===== src/rtl/mem_stage.sv =====
// ---------------------------------------------------------------------------
// mem_stage -- pipeline MEM stage, sits directly downstream of EX.
//
// Registers the EX-to-MEM bus under stall control. For loads it waits for a
// variable-latency data SRAM response, holding the pipeline through
// stallreq_for_mem until the data arrives, then aligns and extends it.
//
// Ports:
//   clk               clock
//   resetn            asynchronous active-low reset
//   stall             per-stage stall vector; bit 3 holds EX/MEM, bit 4 MEM/WB
//   ex_to_mem_bus     {mem_op[80:76], pc[75:44], data_ram_en[43],
//                      data_ram_wen[42:39], sel_rf_res[38], rf_we[37],
//                      rf_waddr[36:32], ex_result[31:0]}
//   data_sram_rdata   SRAM read data
//   data_sram_rvalid  one-cycle pulse, rdata valid in that cycle
//   mem_to_wb_bus     {pc[69:38], rf_we[37], rf_waddr[36:32], rf_wdata[31:0]}
//   mem_to_rf_bus     {rf_we, rf_waddr, rf_wdata} forwarding path to ID
//   stallreq_for_mem  asks the stall controller to freeze the pipeline
//
// SRAM response handshake: data_sram_rvalid is a single-cycle pulse with no
// back-pressure. It is accepted only while the load in MEM is still waiting;
// a pulse at any other time (no load, data already captured, stale response
// after reset) is dropped.
// ---------------------------------------------------------------------------
module mem_stage #(
  parameter int EX_TO_MEM_WD = 81,
  parameter int MEM_TO_WB_WD = 70,
  parameter int STALL_W      = 6
) (
  input  logic                    clk,
  input  logic                    resetn,
  input  logic [STALL_W-1:0]      stall,
  input  logic [EX_TO_MEM_WD-1:0] ex_to_mem_bus,
  input  logic [31:0]             data_sram_rdata,
  input  logic                    data_sram_rvalid,
  output logic [MEM_TO_WB_WD-1:0] mem_to_wb_bus,
  output logic [37:0]             mem_to_rf_bus,
  output logic                    stallreq_for_mem
);

  // Load FSM: state of the instruction currently held in the EX/MEM register.
  typedef enum logic [1:0] {
    S_IDLE = 2'd0,  // no load in the register
    S_WAIT = 2'd1,  // load present, data not yet returned
    S_HAVE = 2'd2   // load data captured in rbuf
  } state_t;

  state_t                  state;
  logic [31:0]             rbuf;
  logic [EX_TO_MEM_WD-1:0] ex_to_mem_r;

  // Stall decode: bubble when EX/MEM is held but MEM/WB advances.
  logic reg_bubble;
  logic reg_load;
  assign reg_bubble = stall[3] & ~stall[4];
  assign reg_load   = ~stall[3];

  // Incoming instruction is a load (decides the FSM entry state).
  logic in_is_load;
  assign in_is_load = ex_to_mem_bus[43] & (|ex_to_mem_bus[80:76]) &
                      (ex_to_mem_bus[42:39] == 4'b0000);

  // EX/MEM pipeline register.
  always_ff @(posedge clk or negedge resetn) begin
    if (!resetn) begin
      ex_to_mem_r <= '0;
    end else if (reg_bubble) begin
      ex_to_mem_r <= '0;
    end else if (reg_load) begin
      ex_to_mem_r <= ex_to_mem_bus;
    end
  end

  // Load FSM and response buffer. A new instruction entering the register
  // always restarts the FSM; a response is captured only while holding.
  always_ff @(posedge clk or negedge resetn) begin
    if (!resetn) begin
      state <= S_IDLE;
      rbuf  <= 32'h0;
    end else if (reg_bubble) begin
      state <= S_IDLE;
    end else if (reg_load) begin
      state <= in_is_load ? S_WAIT : S_IDLE;
    end else begin
      case (state)
        S_WAIT: begin
          if (data_sram_rvalid) begin
            state <= S_HAVE;
            rbuf  <= data_sram_rdata;
          end
        end
        S_HAVE:  state <= S_HAVE;
        default: state <= S_IDLE;
      endcase
    end
  end

  // Field decode of the registered bus.
  logic [4:0]  mem_op;
  logic [31:0] pc;
  logic        data_ram_en;
  logic [3:0]  data_ram_wen;
  logic        rf_we;
  logic [4:0]  rf_waddr;
  logic [31:0] ex_result;
  logic        is_load;

  assign mem_op       = ex_to_mem_r[80:76];
  assign pc           = ex_to_mem_r[75:44];
  assign data_ram_en  = ex_to_mem_r[43];
  assign data_ram_wen = ex_to_mem_r[42:39];
  assign rf_we        = ex_to_mem_r[37];
  assign rf_waddr     = ex_to_mem_r[36:32];
  assign ex_result    = ex_to_mem_r[31:0];
  assign is_load      = data_ram_en & (|mem_op) & (data_ram_wen == 4'b0000);

  // sel_rf_res is carried on the bus but plays no role in this stage;
  // stall bits other than 3 and 4 belong to other stages.
  logic unused_bits;
  assign unused_bits = ^{ex_to_mem_r[38], stall[2:0], stall[STALL_W-1:5]};

  // Source word: live SRAM data only in the cycle it is accepted, otherwise
  // the buffered copy, so stray pulses in HAVE cannot disturb the output.
  logic        take_live;
  logic [31:0] src_word;
  assign take_live = (state == S_WAIT) & data_sram_rvalid;
  assign src_word  = take_live ? data_sram_rdata : rbuf;

  // Alignment and extension. mem_op = {lb, lbu, lh, lhu, lw}.
  logic [7:0]  sel_byte;
  logic [15:0] sel_half;
  logic [31:0] load_data;

  always_comb begin
    sel_byte = 8'h00;
    case (ex_result[1:0])
      2'd0:    sel_byte = src_word[7:0];
      2'd1:    sel_byte = src_word[15:8];
      2'd2:    sel_byte = src_word[23:16];
      default: sel_byte = src_word[31:24];
    endcase
  end

  assign sel_half = ex_result[1] ? src_word[31:16] : src_word[15:0];

  always_comb begin
    load_data = 32'h0;
    if (mem_op[4]) begin
      load_data = {{24{sel_byte[7]}}, sel_byte};
    end else if (mem_op[3]) begin
      load_data = {24'h0, sel_byte};
    end else if (mem_op[2]) begin
      load_data = {{16{sel_half[15]}}, sel_half};
    end else if (mem_op[1]) begin
      load_data = {16'h0, sel_half};
    end else if (mem_op[0]) begin
      load_data = src_word;
    end
  end

  logic [31:0] rf_wdata;
  assign rf_wdata = is_load ? load_data : ex_result;

  assign stallreq_for_mem = (state == S_WAIT) & ~data_sram_rvalid;
  assign mem_to_wb_bus    = {pc, rf_we, rf_waddr, rf_wdata};
  assign mem_to_rf_bus    = {rf_we, rf_waddr, rf_wdata};

endmodule


===== config.mk =====
export PLATFORM = sky130hd
export DESIGN_NAME = mem_stage
export DESIGN_NICKNAME = d
export VERILOG_FILES = /design/src/rtl/mem_stage.sv
export SDC_FILE = /design/constraint.sdc
export NUM_CORES = 1
export LEC_CHECK = 0
export BUFFER_PORTS_ARGS = -buffer_cell sky130_fd_sc_hd__buf_2
export CAP_MARGIN = 10
export CORE_MARGIN = 2
export CORE_UTILIZATION = 52
export DETAILED_ROUTE_END_ITERATION = 6
export PLACE_DENSITY = 0.82
export SLEW_MARGIN = 20
export SYNTH_ARGS = -nofsm -noshare
export SYNTH_HDL_FRONTEND = slang
export SYNTH_SLANG_ARGS = --single-unit

===== constraint.sdc =====
create_clock -name clk -period 5.2 [get_ports clk]
set_clock_uncertainty 0.1 [all_clocks]
set_input_delay 0.78 -clock clk [delete_from_list [all_inputs] [get_ports clk]]
set_output_delay 0.78 -clock clk [all_outputs]
set_load 0.005 [all_outputs]

* Word-level counts from Yosys, hierarchy flattened
Cells that the tools add are included.
Operators by class: equality and inequality tests 6, mux-type cells 16, bitwise gates (word level) 10, reductions and logical operators 6
Operators by type and width (number):
- $mux W32 | 7
- $mux W81 | 2
- $pmux W8 S3 | 1
- $mux W16 | 1
- $reduce_or A5 Y1 | 2
- $logic_not A4 Y1 | 2
- $and A1 B1 Y1 | 7
- $mux W2 | 3
- $eq A2 B1 Y1 const B | 2
- $eq A2 B2 Y1 const B | 2
- $ne A4 B4 Y1 const B | 1
- $pmux W2 S2 | 1
- $reduce_and A4 Y1 | 1
- $not A1 Y1 | 3
- $logic_not A2 Y1 | 1
- $ne A2 B1 Y1 const B | 1
- $mux W1 | 1
Storage, ports and cells: bits in registers 115, bits of input ports 122, output and inout port bits 109, logic and storage cells 41

* Depth between registers and ports, before layout
depth after elaboration 9, mapped depth 10, depth with buffers taken out 6

* Worst setup path after synthesis
OpenSTA, ideal clock, no wires.
path kind input-to-output, start point input port data_sram_rvalid, end point output port mem_to_wb_bus[7], arrival 2.238 ns, required time 4.320 ns, slack 2.082 ns, stages 7, buffers on the path 3, cells stage by stage and2_4 > buf_8 > mux2i_1 > mux4_2 > buf_6 > a22oi_1 > buf_4
Between the ends: word-level cells in the longest chain between the ends 8, elaborated cells on any way between the ends 10, classes of those cells mux (9); bitwise (1)
Ends and longest elaborated chain:
- from (decl) | line 36 | input logic data_sram_rvalid,
- $and A1 B1 Y1 (*) | line 127 | assign take_live = (state == S_WAIT) & data_sram_rvalid;
- $mux W32 (*) | line 128 | assign src_word = take_live ? data_sram_rdata : rbuf;
- $mux W32 or $mux W16 (tied branches) | line 157, 145
- $mux W32 | line 155 | end else if (mem_op[1]) begin
- $mux W32 | line 153 | end else if (mem_op[2]) begin
- $mux W32 | line 151 | end else if (mem_op[3]) begin
- $mux W32 (*) | line 149 | if (mem_op[4]) begin
- $mux W32 (*) | line 163 | assign rf_wdata = is_load ? load_data : ex_result;
- to (decl) | line 37 | output logic [MEM_TO_WB_WD-1:0] mem_to_wb_bus,
Mark *: on every way between the ends. The rest lies on a longest branch, timed or not.

* Worst setup path in the final report
start point register state[1], end point output port mem_to_wb_bus[10]
Between the ends: word-level cells in the longest chain between the ends 9, elaborated cells on any way between the ends 11, classes of those cells eq/ne (1); mux (9); bitwise (1)
Ends and longest elaborated chain:
- from (decl) | line 49 | state_t state;
- from (signal assigned) | line 84 | state <= in_is_load ? S_WAIT : S_IDLE;
- $eq A2 B1 Y1 (*) | line 127
- $and A1 B1 Y1 (*) | line 127
- $mux W32 (*) | line 128
- $mux W32 or $mux W16 (tied branches) | line 157, 145
- $mux W32 | line 155
- $mux W32 | line 153
- $mux W32 | line 151
- $mux W32 (*) | line 149
- $mux W32 (*) | line 163
Marks and branches as above.

==> key figures <==
Setup path
  • Crit-path max FO: 34
  • Worst Setup Path Type: register to output pin
  • CP max stage delay: 0.82 ns
  • Worst setup EP type: output pin
  • FF-to-FF path depth: 7
  • Levels on crit path: 8
  • Worst reg2reg startpoint: state[1]
  • Crit path cell chain: inv_1, ha_1, buf_4, and2_4, mux2i_1, mux4_2, o221ai_1, buf_2
  • Crit path from: state[1]
  • Crit path buf inv count: 3
  • Critical path launch point type: register
  • CP top delay family: multiplexers
  • Req. time, crit path: 4.32 ns
  • Critical path arrival: 3.37 ns
  • CP max-delay cell: mux4_2

Floorplanning
  • I/O pin cnt: 231
  • Core ar.: 12700 um2
  • Initial Util: 53.6%
  • Die W: 118 um
  • Die H: 118 um
  • Full die area: 14000 um2
  • FP Rows: 41

Timing
  • Unrepaired setup endpoints after global routing: no
  • Final setup TNS: 0 ns
  • Peak Freq: 235 MHz
  • Final number of max-transition violations: 0
  • Tcrit/Tclk final: 81.8%
  • Endpoints failing setup: 0
  • Post-route setup slack: 0.947 ns
  • Min Tclk post-route: 4.25 ns
  • Hold_ws: 0.375 ns
  • Slew headroom: 32.4%
  • Final Hold Fails: 0
  • Least-Margin Pin Slew: 1.01 ns

Flow run
  • Number of max-cap violations: 0

Clock network
  • Setup Fix Bufs, Post-CTS: 0
  • PostCTS Resize Cnt: 0
  • Clk sinks: 114
  • Num CTS Buffers: 17
  • Post-CTS Hold Fix Bufs: 0
  • Clock Path Buffers: 2
  • Clock slew at reported path FFs: 0.05 ns
  • CTS H-Tree Depth: 4
  • Root Buffer: clkbuf_16
  • Worst-skew pair later-pin latency: 0.41 ns
  • Clock tree from TritonCTS: built

Detailed routing
  • Final ANT Viol Nets: 0
  • 1st-iter DRT viols: 539
  • Vias: 5688
  • Wire length per cell: 17.0 um
  • Via density: 5.47
  • 1st-pass router iterations: 5
  • Final WL: 17.6 mm
  • DRC violations left: 0

Placement
  • PortBufs: 225
  • GP Congestion: 0.866
  • DP Wirelength: 12.7 mm
  • Placed cell area: 7360 um2
  • Dpl ws: 1.01 ns

Global routing
  • Initial antenna violation count: 4
  • Number of global-route vias before repair: 5685
  • First-pass GRT wire length: 28.5 mm
  • Largest net degree at the start of global routing: 121
  • Gr usage total: 25.9%
  • Total grt overflow: 0

Synthesis
  • Syn nets: 854
  • Synth Flop Type: dfrtp_1
  • Gate Count Post-Synth: 731
  • YS warnings: 0
  • Mean area per synthesized cell: 9.29 um2
  • Unique masters post-synth: 49
  • Register area share after synthesis: 42.0%
  • Post-synth EDFFs: 0
  • Synthesized area: 6790 um2
  • Yosys reg bits: 114
  • Synth async-reset ratio: 100%

Cells and area
  • Multi-input logic area: 2820 um2
  • Post-route cell area: 8030 um2
  • Register area: 2850 um2
  • Syn-to-layout area delta: 18.2%
  • Layout net count: 976
  • Ratio of cells with drive above 1 in the final layout: 40.1%
  • Filler instances: 1088

Power and ir drop
  • Maximum VDD drop: 0.000197 V
  • Power Total: 2580 uW
  • Pleak: 0.00417 uW
  • Power Density: 322 nW/um2

Status
  • Run status: complete, no violations

Min path
  • Min-Delay Path Class: primary input to async pin
## cells by family after synthesis
kind of cell / synth area share [%]
compound gates: 18.7
fa+ha+maj: 0.184
buf+inv: 16.6
flops: 42.0
mux: 12.0
simple gates: 10.5
## stage by stage
step / util, % / cells
after floorplan: - / 731
after global placement: 58.1 / 1006
after detailed placement: 58.1 / 1006
after CTS: 63.2 / 1038
after global routing: 63.3 / 1038
final: 63.4 / 1039
## path summary, 6_finish.rpt
check                      slack, ns                end
setup / recovery                0.95  mem_to_wb_bus[10]
setup reg to reg                2.45           rbuf[16]
hold / removal                  0.38           rbuf[25]
max in group asynchronous       3.53    ex_to_mem_r[12]
hold reg to reg                 0.38    ex_to_mem_r[74]
min in group clk                0.38    ex_to_mem_r[74]
## sequential cells by signal, indices dropped and copies added, names as in the netlist
name,cells
state,2
ex_to_mem_r,80
rbuf,32
## cell usage after synthesis, types with 11 or more instances
| cell type | instances | area share [%] |
|---|---|---|
| buf_2 | 14 | 1.0 |
| dfrtp_1 | 114 | 42 |
| nand3_1 | 50 | 3.7 |
| clkbuf_1 | 25 | 1.4 |
| mux2i_1 | 11 | 1.6 |
| mux2_2 | 43 | 7.1 |
| buf_4 | 78 | 8.6 |
| o21ai_0 | 84 | 6.2 |
| a21oi_1 | 21 | 1.5 |
| o221ai_2 | 14 | 3.1 |
| nand2_1 | 82 | 4.5 |
| inv_1 | 82 | 4.5 |
## metal layers
layer  vias up  wire length (um)  global-route usage, %
met5         -                42                      0
met4         6               445                   10.8
met3        42              1650                   9.41
met2       289              8200                   40.4
met1      2664              7300                   32.5
li1       2687                 -                      -
## cell type report
cell class                      instances  share of cell area (%)
Antenna cell                            1                  0.0312
Clock buffer                           23                    6.20
Clock inverter                          9                    1.87
Inverter                               82                    3.83
Multi-Input combinational cell        406                    35.1
Sequential cell                       114                    35.5
Tap cell                              172                    2.68
Timing Repair Buffer                  232                    14.7
## cell usage in the layout (no fill, tap or decap), types with 4 or more instances in the layout
cell type / n
a22oi_1: 10
a21bo_2: 8
mux2i_1: 11
buf_2: 224
o21ai_0: 84
clkbuf_8: 5
clkbuf_16: 17
mux2_1: 9
o211ai_2: 5
o221ai_1: 9
o211ai_1: 10
and2_1: 5
mux2_2: 43
a21oi_1: 21
nand2_1: 81
inv_1: 82
dfrtp_1: 114
bufinv_16: 4
mux4_2: 4
o21bai_1: 5
o221ai_2: 14
buf_4: 8
nand3_1: 50
## where the power goes
group | leakage (uW) | internal, uW | switching, uW
combinational | 0.00238 | 147 | 188
sequential | 0.00148 | 945 | 44.6
clock | 0.000315 | 862 | 395
total | 0.00417 | 1950 | 628
No activity file was read; power rests on OpenSTA's default activity.
